<file path="config.mk">
export PLATFORM = sky130hd
export DESIGN_NAME = aes128e_mask_frontend_flat
export DESIGN_NICKNAME = d
export VERILOG_FILES = /design/src/rtl/aes128e_mask_frontend_if.sv /design/src/rtl/aes128e_mask_frontend.sv /design/src/flat_wrapper.sv
export SDC_FILE = /design/constraint.sdc
export NUM_CORES = 2
export LEC_CHECK = 0
export ABC_AREA = 1
export CORE_AREA = 2 2 416 418
export CTS_BUF_LIST = sky130_fd_sc_hd__clkbuf_4 sky130_fd_sc_hd__clkbuf_8
export DETAILED_ROUTE_END_ITERATION = 6
export DIE_AREA = 0 0 418 420
export SLEW_MARGIN = 20
export SYNTH_ARGS = -nofsm -noshare
export SYNTH_HDL_FRONTEND = slang
export SYNTH_SLANG_ARGS = --single-unit
</file>
<file path="constraint.sdc">
create_clock -name clk_i -period 31.1 [get_ports clk_i]
set_clock_uncertainty 0.1 [all_clocks]
set_input_delay 4.665 -clock clk_i [delete_from_list [all_inputs] [get_ports clk_i]]
set_output_delay 4.665 -clock clk_i [all_outputs]
set_load 0.005 [all_outputs]
</file>
<file path="src/rtl/aes128e_mask_frontend_if.sv">
// Host/TRNG/core-facing signal bundle for the AES-128 masking front end.
interface aes128e_mask_frontend_if #(
  parameter int unsigned L  = 8,
  parameter int unsigned RW = 32
);
  localparam int unsigned DW = 16 * L;

  // host plaintext/key port
  logic          in_valid_i;
  logic          in_ready_o;
  logic [DW-1:0] pt_i;
  logic [DW-1:0] key_i;
  // host ciphertext port
  logic          out_valid_o;
  logic          out_ready_i;
  logic [DW-1:0] ct_o;
  // TRNG port
  logic [RW-1:0] rnd_i;
  logic          rnd_valid_i;
  logic          rnd_ready_o;
  // masked core port
  logic          core_start_o;
  logic [DW-1:0] core_state_o;
  logic [DW-1:0] core_key_o;
  logic [DW-1:0] core_state_share2_o;
  logic [DW-1:0] core_key_share2_o;
  logic          core_ready_i;
  logic          core_unmask_i;
  logic [DW-1:0] core_state_i;
  // key erase
  logic          key_destruct_i;
  logic          core_key_destruct_o;

  // environment side: host, TRNG and core
  modport master (
    output in_valid_i, pt_i, key_i, out_ready_i, rnd_i, rnd_valid_i,
           core_ready_i, core_unmask_i, core_state_i, key_destruct_i,
    input  in_ready_o, out_valid_o, ct_o, rnd_ready_o, core_start_o,
           core_state_o, core_key_o, core_state_share2_o, core_key_share2_o,
           core_key_destruct_o
  );

  // front end side
  modport slave (
    input  in_valid_i, pt_i, key_i, out_ready_i, rnd_i, rnd_valid_i,
           core_ready_i, core_unmask_i, core_state_i, key_destruct_i,
    output in_ready_o, out_valid_o, ct_o, rnd_ready_o, core_start_o,
           core_state_o, core_key_o, core_state_share2_o, core_key_share2_o,
           core_key_destruct_o
  );
endinterface

</file>
<file path="src/rtl/aes128e_mask_frontend.sv">
// Masking/unmasking front end for the masked AES-128 encryption core:
// fills a randomness pool, masks and share-splits each block, starts the
// core, then unmasks its result onto a valid/ready host port.
module aes128e_mask_frontend #(
  parameter int unsigned L  = 8,
  parameter int unsigned RW = 32
) (
  input  logic                   clk_i,
  input  logic                   arst_i,
  aes128e_mask_frontend_if.slave bus
);

  localparam int unsigned DW = 16 * L;
  localparam int unsigned PB = 33 * L;               // pool bits actually used
  localparam int unsigned NW = (PB + RW - 1) / RW;   // TRNG words per fill
  localparam int unsigned PW = NW * RW;              // raw pool width
  localparam int unsigned CW = (NW > 1) ? $clog2(NW) : 1;

  typedef enum logic [2:0] {FILL, ARMED, START, BUSY, DRAIN, FLUSH} state_t;

  state_t        state;
  logic [PW-1:0] pool;
  logic [CW-1:0] cnt;
  logic [DW-1:0] core_state_q;
  logic [DW-1:0] core_key_q;
  logic [DW-1:0] share2_st_q;
  logic [DW-1:0] share2_k_q;
  logic [DW-1:0] ct_q;
  logic          out_valid_q;
  logic          core_start_q;
  logic          key_destruct_q;

  logic [DW-1:0] s_st;
  logic [DW-1:0] s_k;
  logic [L-1:0]  m;
  logic [DW-1:0] m_rep;

  // Pool fields: two shares plus one mask byte replicated across all lanes
  assign s_st  = pool[0 +: DW];
  assign s_k   = pool[DW +: DW];
  assign m     = pool[2*DW +: L];
  assign m_rep = {16{m}};

  // Tail of the last TRNG word beyond the used fields is deliberately dropped
  generate
    if (PW > PB) begin : g_pool_tail
      logic unused_pool_tail;
      assign unused_pool_tail = ^pool[PW-1:PB];
    end
  endgenerate

  // Front-end FSM with all datapath registers; key erase overrides everything
  always_ff @(posedge clk_i or posedge arst_i) begin
    if (arst_i) begin
      state          <= FILL;
      pool           <= '0;
      cnt            <= '0;
      core_state_q   <= '0;
      core_key_q     <= '0;
      share2_st_q    <= '0;
      share2_k_q     <= '0;
      ct_q           <= '0;
      out_valid_q    <= 1'b0;
      core_start_q   <= 1'b0;
      key_destruct_q <= 1'b0;
    end else begin
      key_destruct_q <= bus.key_destruct_i;
      if (bus.key_destruct_i) begin
        pool         <= '0;
        cnt          <= '0;
        core_state_q <= '0;
        core_key_q   <= '0;
        share2_st_q  <= '0;
        share2_k_q   <= '0;
        ct_q         <= '0;
        out_valid_q  <= 1'b0;
        core_start_q <= 1'b0;
        // a core that may still be working must be waited out
        state <= (state == START || state == BUSY) ? FLUSH : FILL;
      end else begin
        case (state)
          FILL: begin
            if (bus.rnd_valid_i) begin
              for (int k = 0; k < int'(NW); k++) begin
                if (cnt == CW'(k)) pool[k*RW +: RW] <= bus.rnd_i;
              end
              if (cnt == CW'(NW - 1)) begin
                cnt   <= '0;
                state <= ARMED;
              end else begin
                cnt <= cnt + CW'(1);
              end
            end
          end
          ARMED: begin
            if (bus.in_valid_i && bus.core_ready_i) begin
              core_state_q <= bus.pt_i ^ m_rep ^ s_st;
              core_key_q   <= bus.key_i ^ m_rep ^ s_k;
              share2_st_q  <= s_st;
              share2_k_q   <= s_k;
              core_start_q <= 1'b1;
              state        <= START;
            end
          end
          START: begin
            core_start_q <= 1'b0;
            state        <= BUSY;
          end
          BUSY: begin
            if (bus.core_unmask_i) begin
              ct_q         <= bus.core_state_i ^ m_rep;
              out_valid_q  <= 1'b1;
              core_state_q <= '0;
              core_key_q   <= '0;
              share2_st_q  <= '0;
              share2_k_q   <= '0;
              pool         <= '0;
              state        <= DRAIN;
            end
          end
          DRAIN: begin
            if (bus.out_ready_i) begin
              ct_q        <= '0;
              out_valid_q <= 1'b0;
              state       <= FILL;
            end
          end
          FLUSH: begin
            if (bus.core_ready_i) state <= FILL;
          end
          default: state <= FILL;
        endcase
      end
    end
  end

  assign bus.in_ready_o          = (state == ARMED) && bus.core_ready_i;
  assign bus.rnd_ready_o         = (state == FILL);
  assign bus.out_valid_o         = out_valid_q;
  assign bus.ct_o                = ct_q;
  assign bus.core_start_o        = core_start_q;
  assign bus.core_state_o        = core_state_q;
  assign bus.core_key_o          = core_key_q;
  assign bus.core_state_share2_o = share2_st_q;
  assign bus.core_key_share2_o   = share2_k_q;
  assign bus.core_key_destruct_o = key_destruct_q;

endmodule

</file>
<file path="src/flat_wrapper.sv">
// flat-port wrapper written by rule: the top's interface ports become plain ports
module aes128e_mask_frontend_flat 
#(
  parameter int unsigned L  = 8,
  parameter int unsigned RW = 32
)
  (clk_i, arst_i, bus_in_valid_i, bus_pt_i, bus_key_i, bus_out_ready_i, bus_rnd_i, bus_rnd_valid_i, bus_core_ready_i, bus_core_unmask_i, bus_core_state_i, bus_key_destruct_i, bus_in_ready_o, bus_out_valid_o, bus_ct_o, bus_rnd_ready_o, bus_core_start_o, bus_core_state_o, bus_core_key_o, bus_core_state_share2_o, bus_core_key_share2_o, bus_core_key_destruct_o);
  aes128e_mask_frontend_if #(.L(L), .RW(RW)) bus_i ();
  input  logic clk_i;
  input  logic arst_i;
  input wire logic [$bits(bus_i.in_valid_i)-1:0] bus_in_valid_i;
  input wire logic [$bits(bus_i.pt_i)-1:0] bus_pt_i;
  input wire logic [$bits(bus_i.key_i)-1:0] bus_key_i;
  input wire logic [$bits(bus_i.out_ready_i)-1:0] bus_out_ready_i;
  input wire logic [$bits(bus_i.rnd_i)-1:0] bus_rnd_i;
  input wire logic [$bits(bus_i.rnd_valid_i)-1:0] bus_rnd_valid_i;
  input wire logic [$bits(bus_i.core_ready_i)-1:0] bus_core_ready_i;
  input wire logic [$bits(bus_i.core_unmask_i)-1:0] bus_core_unmask_i;
  input wire logic [$bits(bus_i.core_state_i)-1:0] bus_core_state_i;
  input wire logic [$bits(bus_i.key_destruct_i)-1:0] bus_key_destruct_i;
  output wire logic [$bits(bus_i.in_ready_o)-1:0] bus_in_ready_o;
  output wire logic [$bits(bus_i.out_valid_o)-1:0] bus_out_valid_o;
  output wire logic [$bits(bus_i.ct_o)-1:0] bus_ct_o;
  output wire logic [$bits(bus_i.rnd_ready_o)-1:0] bus_rnd_ready_o;
  output wire logic [$bits(bus_i.core_start_o)-1:0] bus_core_start_o;
  output wire logic [$bits(bus_i.core_state_o)-1:0] bus_core_state_o;
  output wire logic [$bits(bus_i.core_key_o)-1:0] bus_core_key_o;
  output wire logic [$bits(bus_i.core_state_share2_o)-1:0] bus_core_state_share2_o;
  output wire logic [$bits(bus_i.core_key_share2_o)-1:0] bus_core_key_share2_o;
  output wire logic [$bits(bus_i.core_key_destruct_o)-1:0] bus_core_key_destruct_o;
  assign bus_i.in_valid_i = bus_in_valid_i;
  assign bus_i.pt_i = bus_pt_i;
  assign bus_i.key_i = bus_key_i;
  assign bus_i.out_ready_i = bus_out_ready_i;
  assign bus_i.rnd_i = bus_rnd_i;
  assign bus_i.rnd_valid_i = bus_rnd_valid_i;
  assign bus_i.core_ready_i = bus_core_ready_i;
  assign bus_i.core_unmask_i = bus_core_unmask_i;
  assign bus_i.core_state_i = bus_core_state_i;
  assign bus_i.key_destruct_i = bus_key_destruct_i;
  assign bus_in_ready_o = bus_i.in_ready_o;
  assign bus_out_valid_o = bus_i.out_valid_o;
  assign bus_ct_o = bus_i.ct_o;
  assign bus_rnd_ready_o = bus_i.rnd_ready_o;
  assign bus_core_start_o = bus_i.core_start_o;
  assign bus_core_state_o = bus_i.core_state_o;
  assign bus_core_key_o = bus_i.core_key_o;
  assign bus_core_state_share2_o = bus_i.core_state_share2_o;
  assign bus_core_key_share2_o = bus_i.core_key_share2_o;
  assign bus_core_key_destruct_o = bus_i.core_key_destruct_o;
  aes128e_mask_frontend #(.L(L), .RW(RW)) u_core (.clk_i(clk_i), .arst_i(arst_i), .bus(bus_i));
endmodule
</file>
* Word-level counts from Yosys, hierarchy flattened
Index checks and enable logic that the tools add are counted.
Storage, ports and cells: register bits after elaboration 914, word-level logic and storage cells 127
Operators by class: reductions and logical operators 25, eq/ne operators 27, mux-type cells 50, bitwise operators 5, add/sub/neg operators 1
Operator list (number):
- 2-to-1 mux 128 bit | 12
- case mux 128 bit (2 select lines) | 5
- 2-to-1 mux 264 bit | 3
- XOR 128 bit | 5
- case mux 264 bit (2 select lines) | 1
- 2-to-1 mux 32 bit | 8
- AND reduction 4 bit | 9
- != test 3 x 2 -> 1 bit, second input constant | 10
- 2-to-1 mux 3 bit | 8
- case mux 3 bit (6 select lines) | 1
- == test 4 x 3 -> 1 bit, second input constant | 4
- 2-to-1 mux 4 bit | 4
- != test 3 bit, second input constant | 4
- nonzero test 3 bit | 4
- == test 4 x 2 -> 1 bit, second input constant | 2
- 2-to-1 mux 8 bit | 1
- == test 3 x 2 -> 1 bit, second input constant | 2
- == test 3 bit, second input constant | 2
- AND reduction 3 bit | 2
- AND reduction 6 bit | 1
- 2-to-1 mux 1 bit | 5
- adder 4 x 1 -> 4 bit, second input constant | 1
- == test 4 x 1 -> 1 bit, second input constant | 1
- == test 4 bit, second input constant | 1
- 8 further kinds | 12

* Depth between registers and ports, before layout
word-level depth 5, mapped depth 11, depth with buffers taken out 8

* Worst setup path before layout
Ideal clock, no wire load.
kind input -> output, start in bus_core_ready_i, end out bus_in_ready_o, buffers on the path 0, arrival 4.795 ns, cell stages on the path 2, path slack 21.540 ns, required time 26.335 ns, cells stage by stage inv_1 -> nor2_1
On the way: cells in the longest elaborated chain, start to end 1
RTL lines:
- start: declaration | line flat_wrapper.sv:17 | input wire logic [$bits(bus_i.core_ready_i)-1:0] bus_core_ready_i;
- logical AND 1 bit | line aes128e_mask_frontend.sv:137 | assign bus.in_ready_o = (state == ARMED) && bus.core_ready_i;
- end: declaration | line flat_wrapper.sv:21 | output wire logic [$bits(bus_i.in_ready_o)-1:0] bus_in_ready_o;
No other way between the ends.

* Final worst setup path
Ends and elaborated chain as after synthesis.

==> metrics.txt <==
outcome=completed; vias in the first global route=37900; Hold Crit Class=flop to flop; Register-to-Register Path Depth=12; CTS Buf Count=168; Critical R2R Launch=u_core.state[2]$_DFFE_PP0P_; Setup crit start=bus_core_ready_i; worst-margin pin slew=1.204 ns; relative slew slack=19.76%; library cells used by synthesis=20; core area=0.1710 sq mm; placed cell areas=0.05624 sq mm; Max VDD drop=0.05586 mV; largest area contributor in the netlist=dfrtp_1; Mapped Nets=5852; critical path class=input pin to output pin; CP cell instances=clkdlybuf4s50_1, inv_1, nor2_1, clkdlybuf4s50_1; Congestion Overflow GR=0; CP endpoint=bus_in_ready_o; Layout Nets=6836; sequential element share of the synthesized area=52.71%; most frequent CP cell=clkdlybuf4s50_1; IO buf count=1068; cell family with most CP delay=buffers and inverters; commonest non-fill, non-tap cells in the layout=nand2_1 (2110), clkdlybuf4s50_1 (1068), dfrtp_1 (906), inv_1 (553), o21ai_1 (502); Worst Path Buf+Inv=3; # hold bufs at CTS=0; Startpoint Class=input pin; Leak=27.23 nW; Critical Path RT=26.34 ns; share of layout cells above drive strength 1=6.532%; final wirelength=200400 um; r2r setup slk=25.25 ns; Final Critical Period=10.87 ns; clk slew on worst S/H paths=0.06 ns; RR Endpoint=u_core.bus.core_key_o[23]$_DFFE_PP0P_; Final Max Tran Viols=0; Avg Synthesized Cell Area=8.001 sq um; Die Width=418 um; PwrDens=97.83 mW/mm^2; setup violators final=0; Clock Sinks=914; FF+latch count, synth=914; Worst-Skew Late Latency=0.95 ns; synthesized cell area=0.04340 sq mm; routed via count=40010; Crit path depth=4; DRC viols=0; max frequency=91.96 MHz; Worst setup EP type=output pin; DIE AREA=0.1756 sq mm; drt via density=4.551; commonest non-fill, non-tap cell in the layout=nand2_1; Worst Path Max Fanout=3; CTS tree=built; Core Rows=152; global placement routability congestion=0.8871; Min-Delay Path Depth=2; largest net degree at the start of global routing=236; Setup Buffers After CTS=0; first-pass GRT wire length=278400 um; cells after synthesis=5424; # IOs=1069; total number of yosys warnings=0; Die Y=420 um; top-area cell type share of the netlist area=52.71%; max_cap viols=0; post-route cell area=0.05990 sq mm; highest-delay cell along the critical path=clkdlybuf4s50_1; critical path's largest stage delay=0.58 ns; Initial Util=25.38%; post-CTS resize count=0; Setup TNS=0 ns; Clock Tree Buf Depth=3; DR WL/cell=22.80 um; initial antenna violation count=41; DP HPWL=139600 um; RSZ-0062 raised after global routing=no; clk root buf=clkbuf_8; Final Hold Vio Count=0; Area growth syn-to-layout=38.04%; Starting DRT DRC Count=3844; Arr. time, crit path=6.11 ns; htree depth=4; Antenna Violating Nets Remaining=0; drt first pass iters=6; Synth area leaders=dfrtp_1 (53%), nand2_1 (18%), xnor2_1 (7.8%), o21ai_1 (5.8%), inv_1 (4.8%); Final period util=34.97%; Tot GR Track Use=22.16%
[worst register-to-register path, cell delays in order, from the launching register on]
cell and delay (ns):
dfrtp_1 0.48, inv_2 0.12, nand3_2 0.14, nand2_4 0.09, inv_8 0.37, nand2_1 0.28
nand2_8 0.50, buf_4 0.83, buf_4 0.87, buf_4 0.79, buf_4 0.85, nand2_1 0.21
o21ai_1 0.12
[cells by family after synthesis]
logic type / after synthesis / synth area share, %
flip-flops: 914 / 52.71
buffers and inverters: 877 / 8.183
AO/OA/AOI/OAI: 775 / 8.938
XOR/XNOR: 384 / 7.750
adder cells (fa/ha/maj): 4 / 0.1153
AND/OR/NAND/NOR: 2470 / 22.31
[flip-flops by register name, summed over array words and instances, names as in the netlist]
name,cells
u_core.bus.core_key_destruct_o,1
u_core.bus.core_key_o,128
u_core.bus.core_key_share2_o,128
u_core.bus.core_start_o,1
u_core.bus.core_state_o,128
u_core.bus.core_state_share2_o,128
u_core.bus.ct_o,128
u_core.bus.out_valid_o,1
u_core.cnt,4
u_core.pool,264
u_core.state,3
[cell usage after synthesis, drive strengths merged]
library cell and count:
dfrtp 914, nand2 2115, nor2 58, o21ai 771, nand4 10, xnor2 384
nand3 286, a21oi 4, clkbuf 139, inv 561, nor3 1, ha 4
buf 177
[where the power goes]
group	switching [mW]	internal (mW)
Combinational	1.42	1.04
Sequential	0.517	1.62
Clock	0.557	0.701
[worst min path at each step]
| stage | from | to | slack, ns |
|---|---|---|---|
| 2_1_floorplan | u_core.bus.out_valid_o$_DFFE_PP0P_ | u_core.bus.out_valid_o$_DFFE_PP0P_ | 0.37 |
| 3_3_place_gp | u_core.bus.out_valid_o$_DFFE_PP0P_ | u_core.bus.out_valid_o$_DFFE_PP0P_ | 0.36 |
| 3_5_place_dp | u_core.bus.out_valid_o$_DFFE_PP0P_ | u_core.bus.out_valid_o$_DFFE_PP0P_ | 0.36 |
| 5_1_grt | u_core.bus.out_valid_o$_DFFE_PP0P_ | u_core.bus.out_valid_o$_DFFE_PP0P_ | 0.40 |
| 6_report | u_core.bus.out_valid_o$_DFFE_PP0P_ | u_core.bus.out_valid_o$_DFFE_PP0P_ | 0.38 |
| 4_1_cts | u_core.bus.out_valid_o$_DFFE_PP0P_ | u_core.bus.out_valid_o$_DFFE_PP0P_ | 0.38 |
[final cells by class]
type,count,area (sq um)
tap,2233,2794
timing repair buffer,1130,11180
sequential,914,22900
clock buffer,271,3323
multi-input combinational,3633,17240
clock inverter,28,277.8
antenna,22,55.05
inverter,561,2121
fill,17620,111100
[metal layers]
metal / vias to the layer above / wire (um) / share of wire, % / GRT usage, %
met5: - / 107 / 0.053 / 0
met4: 16 / 9483 / 4.7 / 10.89
met3: 398 / 13460 / 6.7 / 4.865
met2: 1630 / 100400 / 50 / 37.89
met1: 19220 / 77010 / 38 / 26.20
li1: 18750 / - / - / -
[stage by stage]
step / util (%) / hold WS [ns] / power [mW] / cells / worst slack [ns]
3_5_place_dp: 32.89 / 0.3622 / 4.625 / 8471 / 20.31
6_report: 35.04 / 0.3772 / 5.860 / 8792 / 20.23
5_1_grt: 35.03 / 0.4021 / 6.245 / 8788 / 20.22
4_1_cts: 35.00 / 0.3776 / 5.905 / 8770 / 20.29
3_3_place_gp: 32.89 / 0.3572 / 4.569 / 8471 / 20.30
2_1_floorplan: - / 0.3654 / 3.331 / 5424 / 0.6373
(Power assumes the default switching activity.)
